File: src/rtl/fmdll_pkg.sv
// Shared FMDLL definitions: frame-FSM state encoding and the minimum legal frame length.
package fmdll_pkg;

  localparam int unsigned N_MIN = 2;

  typedef logic [1:0] fmdll_state_t;

  localparam fmdll_state_t ST_RUN   = 2'd0;
  localparam fmdll_state_t ST_PEND  = 2'd1;
  localparam fmdll_state_t ST_BLANK = 2'd2;

endpackage

File: src/rtl/fmdll_frame_cnt.sv
// Frame counter: counts 0..n_act-1, reloads frame length at a wrap, and emits the
// registered once-per-frame DIV_M pulse with optional suppression.
module fmdll_frame_cnt #(
  parameter int unsigned CNT_W     = 4,
  parameter int unsigned N_DEFAULT = 4
) (
  input  logic             clk_i,
  input  logic             rst_ni,
  input  logic             run_i,
  input  logic             load_i,
  input  logic [CNT_W-1:0] n_load_i,
  input  logic             suppress_i,
  output logic             wrap_o,
  output logic             div_m_o
);

  logic [CNT_W-1:0] cnt_q, cnt_d;
  logic [CNT_W-1:0] n_act_q, n_act_d;
  logic             div_m_q, div_m_d;

  assign wrap_o  = run_i && (cnt_q == n_act_q - CNT_W'(1));
  assign div_m_o = div_m_q;

  // DIV_M is decoded from next-state values so it is high in the same cycle
  // that div_cnt sits at n_act-1, while still coming straight from a flop.
  always_comb begin
    n_act_d = load_i ? n_load_i : n_act_q;
    cnt_d   = cnt_q;
    if (run_i) begin
      cnt_d = wrap_o ? '0 : cnt_q + CNT_W'(1);
    end
    div_m_d = (cnt_d == n_act_d - CNT_W'(1)) && !suppress_i;
  end

  always_ff @(posedge clk_i or negedge rst_ni) begin
    if (!rst_ni) begin
      cnt_q   <= '0;
      n_act_q <= CNT_W'(N_DEFAULT);
      div_m_q <= 1'b0;
    end else begin
      cnt_q   <= cnt_d;
      n_act_q <= n_act_d;
      div_m_q <= div_m_d;
    end
  end

endmodule

File: src/rtl/fmdll_div_m_gen.sv
// FMDLL frame generator: clk/2 and clk/4 divider, N/M reconfiguration handshake,
// frame-boundary application of new settings and DIV_M blanking after a mode change.
module fmdll_div_m_gen
  import fmdll_pkg::*;
#(
  parameter int unsigned CNT_W        = 4,
  parameter int unsigned N_DEFAULT    = 4,
  parameter int unsigned BLANK_FRAMES = 1
) (
  input  logic             clk,
  input  logic             rst_n,
  input  logic             cfg_valid,
  output logic             cfg_ready,
  input  logic [CNT_W-1:0] cfg_n,
  input  logic             cfg_m,
  output logic             clk2,
  output logic             clk4,
  output logic             M,
  output logic             DIV_M,
  output logic             blank
);

  localparam int unsigned BLANK_W = (BLANK_FRAMES < 2) ? 1 : $clog2(BLANK_FRAMES + 1);

  logic [1:0]         q_q;
  logic               started_q;
  logic               ready_q, ready_d;
  fmdll_state_t       state_q, state_d;
  logic [CNT_W-1:0]   shadow_n_q, shadow_n_d;
  logic               shadow_m_q, shadow_m_d;
  logic               m_q, m_d;
  logic [BLANK_W-1:0] blank_cnt_q, blank_cnt_d;
  logic               blank_q, blank_d;
  logic               wrap;
  logic               load;
  logic               suppress;

  assign clk2      = q_q[0];
  assign clk4      = q_q[1];
  assign cfg_ready = ready_q;
  assign M         = m_q;
  assign blank     = blank_q;

  always_comb begin
    state_d     = state_q;
    shadow_n_d  = shadow_n_q;
    shadow_m_d  = shadow_m_q;
    m_d         = m_q;
    blank_cnt_d = blank_cnt_q;
    load        = 1'b0;
    case (state_q)
      ST_RUN: begin
        if (cfg_valid && ready_q) begin
          shadow_n_d = (cfg_n < CNT_W'(N_MIN)) ? CNT_W'(N_MIN) : cfg_n;
          shadow_m_d = cfg_m;
          state_d    = ST_PEND;
        end
      end
      ST_PEND: begin
        if (wrap) begin
          load = 1'b1;
          m_d  = shadow_m_q;
          if (shadow_m_q != m_q) begin
            state_d     = ST_BLANK;
            blank_cnt_d = BLANK_W'(BLANK_FRAMES);
          end else begin
            state_d = ST_RUN;
          end
        end
      end
      ST_BLANK: begin
        if (wrap) begin
          if (blank_cnt_q == BLANK_W'(1)) begin
            state_d = ST_RUN;
          end else begin
            blank_cnt_d = blank_cnt_q - BLANK_W'(1);
          end
        end
      end
      default: state_d = ST_RUN;
    endcase
    ready_d  = (state_d == ST_RUN);
    blank_d  = (state_d == ST_BLANK);
    suppress = blank_d;
  end

  always_ff @(posedge clk or negedge rst_n) begin
    if (!rst_n) begin
      q_q         <= '0;
      started_q   <= 1'b0;
      ready_q     <= 1'b0;
      state_q     <= ST_RUN;
      shadow_n_q  <= '0;
      shadow_m_q  <= 1'b0;
      m_q         <= 1'b0;
      blank_cnt_q <= '0;
      blank_q     <= 1'b0;
    end else begin
      q_q         <= q_q + 2'd1;
      started_q   <= 1'b1;
      ready_q     <= ready_d;
      state_q     <= state_d;
      shadow_n_q  <= shadow_n_d;
      shadow_m_q  <= shadow_m_d;
      m_q         <= m_d;
      blank_cnt_q <= blank_cnt_d;
      blank_q     <= blank_d;
    end
  end

  fmdll_frame_cnt #(
    .CNT_W     (CNT_W),
    .N_DEFAULT (N_DEFAULT)
  ) u_frame_cnt (
    .clk_i      (clk),
    .rst_ni     (rst_n),
    .run_i      (started_q),
    .load_i     (load),
    .n_load_i   (shadow_n_q),
    .suppress_i (suppress),
    .wrap_o     (wrap),
    .div_m_o    (DIV_M)
  );

endmodule

File: config.mk
export PLATFORM = sky130hd
export DESIGN_NAME = fmdll_div_m_gen
export DESIGN_NICKNAME = d
export VERILOG_FILES = /design/src/rtl/fmdll_pkg.sv /design/src/rtl/fmdll_frame_cnt.sv /design/src/rtl/fmdll_div_m_gen.sv
export SDC_FILE = /design/constraint.sdc
export NUM_CORES = 1
export LEC_CHECK = 0
export ABC_AREA = 1
export CAP_MARGIN = 20
export CORE_AREA = 5 5 57 59
export DETAILED_ROUTE_END_ITERATION = 6
export DIE_AREA = 0 0 62 64
export GPL_ROUTABILITY_DRIVEN = 0
export PLACE_DENSITY = 0.75
export SYNTH_ARGS = -nofsm -noshare
export SYNTH_HDL_FRONTEND = slang
export SYNTH_SLANG_ARGS = --single-unit
File: constraint.sdc
create_clock -name clk -period 3.04 [get_ports clk]
set_input_delay 0.608 -clock clk [delete_from_list [all_inputs] [get_ports clk]]
set_output_delay 0.608 -clock clk [all_outputs]
set_load 0.02 [all_outputs]
==> results.ini, run 1 <==
[sta]
hold_viol = 0
fin_setup_tns_ps = 0
fin_crit_sh_pct = 82.0
setup_viol = 0
skew_ps = 1.87
rsz0062_at_grt = no
fmax_ghz = 0.401
post-route-min-period_ps = 2490
slew_viol_final = 0

[finish]
drive_above_1_share_pct = 11.8
final_util_pct = 56.5
final_nets = 198
syn_to_final_growth_pct = 15.9
antennaDiodeCount = 0

[critical_path]
cp.arrival_ps = 2750
required_ps = 3290
crit_path_frequent_cell = nand2_1
crit_cells = 20
worstSetupStartpoint = u_frame_cnt.n_act_q[0]$_DFF_PN0_
rr_worst_depth = 20
path_class = reg2reg
crit_path_max_incr_delay_ps = 400
r2r_slack_ps = 550
reg2reg_from = u_frame_cnt.n_act_q[0]$_DFF_PN0_
crit_path_max_fanout = 10
start_kind = flip-flop
worstSetupEndpointType = flip-flop
crit_end = u_frame_cnt.div_m_o$_DFF_PN0_
path_buf_inv = 2
slowest_stage = dfrtp_1
crit_chain = inv_2, ha_1, nand2_1, nand2_1, nor2_2, nand2_2, nor2_8, nand3_4, nand2_1, nand2_2, ha_1, inv_1, nand3_1, nand2_1, nand2_1, nand2_1, nand2_1, nor2_1, nand2_1, nor2_1
crit_family = simple AND/OR/NAND/NOR gates
reg2reg_to = u_frame_cnt.div_m_o$_DFF_PN0_

[global_route]
grt_pass1_wl_um = 4550
grt_pass1_vias = 1050
grt_max_degree = 24
antenna_found_initial = 0
grt-ovfl-total = 0
grt_usage_pct = 14.7

[detailed_routing]
first_pass_iters = 4
first_iter_violations = 59
ant_nets = 0
wire_per_inst_um = 11.8
routed_wl_um = 2560
drt-vias-per-instance = 5.05
vias = 1095
drc = 0

[clock_tree]
clockBufferDepth = 2
cts_tree = built
post_cts_resized = 0
htreeDepth = 1
cts_sinks = 23
clock-root-buffer = clkbuf_4
cts_made_buffers = 3
cts_setup_buffers = 0
worstSkewPairLatency_ps = 310
clk_pin_slew_worst_paths_ps = 130
postCtsHoldBufs = 0

[synthesis]
syn_inst = 168
ys_ff_latch = 23
synthDistinctLibCells = 23
yosysMostFrequentCell = nand2_1
syn-num-nets = 179
synth_area_leaders = dfrtp_1 42%, nand2_1 17%, inv_1 6.9%
ys.flop_type = dfrtp_1
synth-seq-area-share_pct = 44.4
yosys_warnings = 0
syn_area_sq_mm = 0.00130
async_reset_ff_share_pct = 100
avgSynthCellArea_sq_um = 7.73
yosys.area.top_type = dfrtp_1
yosysTopAreaCellShare_pct = 42.4
synth_common_cells = 59 x nand2_1, 24 x inv_1, 22 x dfrtp_1
synth_edf_count = 0

[die]
start_util_pct = 48.8
ios = 14
coreArea_sq_mm = 0.00266
die_area_sq_mm = 0.00397
rows = 19
die_x_um = 62
fp.dieH_um = 64

[flow_run]
timing.max_cap.violations = 0

[placed_design]
io_buffers = 13
hpwl_um = 1950

[pwr]
vdd.ir_drop.worst_mv = 0.635
powerDensity_mw_per_mm2 = 1010
p_leak_uw = 0.000820

[hold_path]
hold_class = reg2reg

[outcome]
outcome = complete, no violations

power by group:
group | total (uW) | internal, uW | switching [uW]
clock | 146 | 51.2 | 95.1
sequential | 511 | 427 | 83.1
combinational | 863 | 307 | 556
total | 1520 | 785 | 735
cells by family (layout without fill, tap and decap cells):
kind of cell | count (synthesis) | after routing | synth area share, %
XOR/XNOR | 4 | 4 | 2.70
adder cells (fa/ha/maj) | 3 | 3 | 2.89
other | 1 | 1 | 0.289
AO/OA/AOI/OAI | 10 | 10 | 4.34
buffers and inverters | 27 | 45 | 7.80
flip-flops | 23 | 23 | 44.4
AND/OR/NAND/NOR | 100 | 100 | 37.6
area by class of cell:
cell class                      instances  area [sq um]
Clock buffer                            4          26.3
Multi-Input combinational cell        118           621
Timing Repair Buffer                   15           145
Sequential cell                        23           577
Tap cell                               31          38.8
Fill cell                             255          1160
Inverter                               26          97.6
cell usage in the layout, fill, tap and decap left out:
cell type        instances
a21o_1                   1
buf_4                    2
conb_1                   1
nand2_1                 59
o311ai_0                 1
inv_2                    2
clkbuf_1                 1
nand4_1                  8
clkbuf_4                 3
nor2_2                   2
nand2_4                  3
xor2_1                   4
nand2_2                  5
nand3_4                  1
nor2_8                   1
a21oi_1                  2
clkdlybuf4s50_1         13
dfrtp_1                 22
dfstp_2                  1
nor2_1                   5
or2_2                    2
nand3_1                 12
inv_1                   24
nor3_1                   2
ha_1                     3
o21ai_0                  6
worst min path at each step:
stage	startpoint	depth (start not counted)	to	slack, ps
after detailed placement	q_q[1]$_DFF_PN0_	1	q_q[1]$_DFF_PN0_	460
final	q_q[1]$_DFF_PN0_	1	q_q[1]$_DFF_PN0_	480
after floorplan	rst_n	0	M$_DFFE_PN0N_	310
after global placement	q_q[0]$_DFF_PN0_	1	q_q[0]$_DFF_PN0_	450
after CTS	q_q[1]$_DFF_PN0_	1	q_q[1]$_DFF_PN0_	480
after global routing	q_q[0]$_DFF_PN0_	1	q_q[0]$_DFF_PN0_	510
layer usage:
metal,vias up,GRT usage (%),share of wire (%)
met2,20,22.9,47
met5,-,0,0
met1,508,20.6,48
met4,0,4.51,0.74
li1,565,-,-
met3,2,2.41,4.1
flip-flops by register name, summed over array words and instances (netlist names):
name / flops
state_q: 2
cfg_ready: 1
started_q: 1
shadow_n_q: 4
blank_cnt_q: 1
u_frame_cnt.cnt_q: 4
u_frame_cnt.div_m_o: 1
shadow_m_q: 1
u_frame_cnt.n_act_q: 4
blank: 1
M: 1
q_q: 2
metrics by stage:
stage               hold slack [ps]  cell area [sq um]  cells  power, uW  worst slack (ps)
global placement                447               1480    213       1340               676
global route                    511               1510    217       1680               274
finish                          481               1510    217       1520               546
floorplan                       312               1300    168       1170               809
CTS                             484               1510    217       1530               555
detailed placement              459               1480    213       1380               589
Power figures use the tool's default switching activity.
==> run 2: changes to the inputs <==
==> constraint.sdc (replaced) <==
create_clock -name clk -period 2.3 [get_ports clk]
set_input_delay 0.46 -clock clk [delete_from_list [all_inputs] [get_ports clk]]
set_output_delay 0.46 -clock clk [all_outputs]
set_load 0.02 [all_outputs]
==> run 2 against run 1 <==
Net effect: global-route usage is 1.2 points higher; sequential share of layout area is 2.9 points lower; core utilization grew 4.6 points; worst setup slack lost 490 ps; flip-flop and latch count did not move; critical path depth decreased by 3; non-clock buffer count increased by 10.
==> results.ini, run 2 (synthesized netlist as in run 1, its figures left out) <==
[critical_path]
start_kind = flip-flop
worstSetupEndpointType = flip-flop
cp.arrival_ps = 2510
required_ps = 2570
crit_path_max_fanout = 6
path_class = reg2reg

[pwr]
vdd.ir_drop.worst_mv = 0.862
combinationalPowerShare_pct = 60.8
swShare_pct = 47.6
clkPwrFrac_pct = 8.8
powerDensity_mw_per_mm2 = 1360
p_total_uw = 2220
p_leak_uw = 0.000869
seqPwrFrac_pct = 30.4
p_sw_uw = 1060
internal_power_uw = 1160

[clock_tree]
htreeDepth = 1
clockBufferDepth = 2
worstSkewPairLatency_ps = 320
cts_made_buffers = 3
postCtsHoldBufs = 0
clk_pin_slew_worst_paths_ps = 140
cts_sinks = 23
clock-root-buffer = clkbuf_4
cts_tree = built

[sta]
setup_viol = 0
worst_slew_pin_slew_ps = 623
fin_crit_sh_pct = 97.6
skew_ps = 15.9
hold_viol = 0
post-route-min-period_ps = 2240
slew_viol_final = 0
fmax_ghz = 0.445
worst_hold_slack_ps = 492
slew_headroom_pct = 58.3
rsz0062_at_grt = yes

[detailed_routing]
first_pass_iters = 4
wire_per_inst_um = 12.8
routed_wl_um = 2900
vias = 1147
drt-vias-per-instance = 5.05
drc = 0
first_iter_violations = 39
ant_nets = 0

[finish]
nFillCells = 266
final_util_pct = 61.1
syn_to_final_growth_pct = 25.3
final_nets = 208
top_regs = shadow_n_q (4), u_frame_cnt.cnt_q (4), u_frame_cnt.n_act_q (4)
drive_above_1_share_pct = 21.4
final_cell_mix = 54 x nand2_1, 22 x dfrtp_1, 22 x inv_1, 13 x clkdlybuf4s50_1, 12 x buf_4
design_area_sq_mm = 0.00163
final_cells = 227
mostFrequentLayoutCell = nand2_1
antennaDiodeCount = 0

[global_route]
antenna_found_initial = 0
grt_pass1_vias = 1133
grt-ovfl-total = 0
grt_pass1_wl_um = 4820
grt_usage_pct = 16.0
grt_max_degree = 14

[die]
coreArea_sq_mm = 0.00266
die_area_sq_mm = 0.00397
fp.dieH_um = 64
start_util_pct = 48.8
die_x_um = 62
ios = 14
rows = 19

[placed_design]
io_buffers = 13
dp.cells = 220
hpwl_um = 2210
post_dp_cell_area_sq_mm = 0.00153

[outcome]
outcome = complete, no violations

[hold_path]
hold_class = reg2reg

[flow_run]
timing.max_cap.violations = 0

run 2: changes by cell type in the layout (fill, tap and decap cells not counted), moves of 2 or more:
| cell | before | now |
|---|---|---|
| buf_4 | 2 | 12 |
| nand2_2 | 5 | 9 |
| ha_4 | 0 | 2 |
| inv_1 | 24 | 22 |
| nand2_1 | 59 | 54 |
| inv_2 | 2 | 4 |
| ha_1 | 3 | 1 |
run 2: worst paths after layout:
path                       depth (start not counted)  slack, ps                              from                            end
max                                               17         60  u_frame_cnt.n_act_q[0]$_DFF_PN0_  u_frame_cnt.div_m_o$_DFF_PN0_
min                                                1        490                  q_q[0]$_DFF_PN0_               q_q[0]$_DFF_PN0_
max reg2reg                                       17         60  u_frame_cnt.n_act_q[0]$_DFF_PN0_  u_frame_cnt.div_m_o$_DFF_PN0_
min reg2reg                                        1        490                  q_q[0]$_DFF_PN0_               q_q[0]$_DFF_PN0_
max in group asynchronous                          2       1190                             rst_n            cfg_ready$_DFF_PN0_
min in group asynchronous                          1        510                             rst_n  u_frame_cnt.div_m_o$_DFF_PN0_
run 2: repair_timing:
| action | CTS | global route |
|---|---|---|
| endpoints found under the hold margin | 0 | 0 |
| pin swaps | 0 | 6 |
| buffers inserted | 1 | 2 |
| cloned | 0 | 0 |
| resized for setup | 1 | 11 |
| setup endpoints to repair | 1 | 1 |
run 2: final cells by class:
type	count	area [sq um]	area share, %
multi-input combinational	118	668	41.0
sequential	23	577	35.4
timing repair buffer	25	220	13.5
inverter	26	97.6	6.00
tap	31	38.8	2.38
clock buffer	4	26.3	1.61
run 2: critical path, cell delays in order (launching register included):
cell	delay [ps]
dfrtp_1	410
inv_2	90
ha_4	210
nand2_2	60
nand2_2	50
nor2_2	110
nand2_2	90
nor2_8	140
nand3_4	110
nand2_2	90
nand2_2	70
ha_4	280
nand3_1	70
nand2_1	90
nand2_1	60
nor2_1	100
nand2_1	60
nor2_1	90
run 2: metrics by stage:
| stage | setup TNS [ps] | setup slack [ps] |
|---|---|---|
| after floorplan | 0 | 69.3 |
| after global placement | 0 | 94.3 |
| after detailed placement | -3.14 | -3.14 |
| after CTS | 0 | 5.45 |
| after global routing | -145 | -145 |
| final | 0 | 55.1 |
run 2: power by group through the flow:
stage / logic [uW] / clock network (uW) / registers [uW]
floorplan: 855 / 0 / 694
global placement: 1160 / 0 / 672
detailed placement: 1220 / 0 / 679
CTS: 1230 / 198 / 672
global route: 1510 / 216 / 698
finish: 1350 / 196 / 674
run 2: metal layers:
| metal | part of all wire, % | global-route usage [%] | vias up |
|---|---|---|---|
| met4 | 1.5 | 5.57 | 0 |
| met3 | 2.7 | 3.82 | 6 |
| met2 | 51 | 25.0 | 13 |
| met1 | 45 | 21.2 | 539 |
| li1 | - | - | 589 |
| met5 | 0 | 0 | - |
==> run 3: changes to the inputs <==
==> constraint.sdc (replaced) <==
create_clock -name clk -period 2.3 [get_ports clk]
set_input_delay 0.46 -clock clk [delete_from_list [all_inputs] [get_ports clk]]
set_output_delay 0.46 -clock clk [all_outputs]
set_load 0.01 [all_outputs]
==> results of run 3 <==
The final DEF is identical to that of run 2. Status: complete, no violations.
Main changes from that run: total power 2220 uW -> 2200 uW
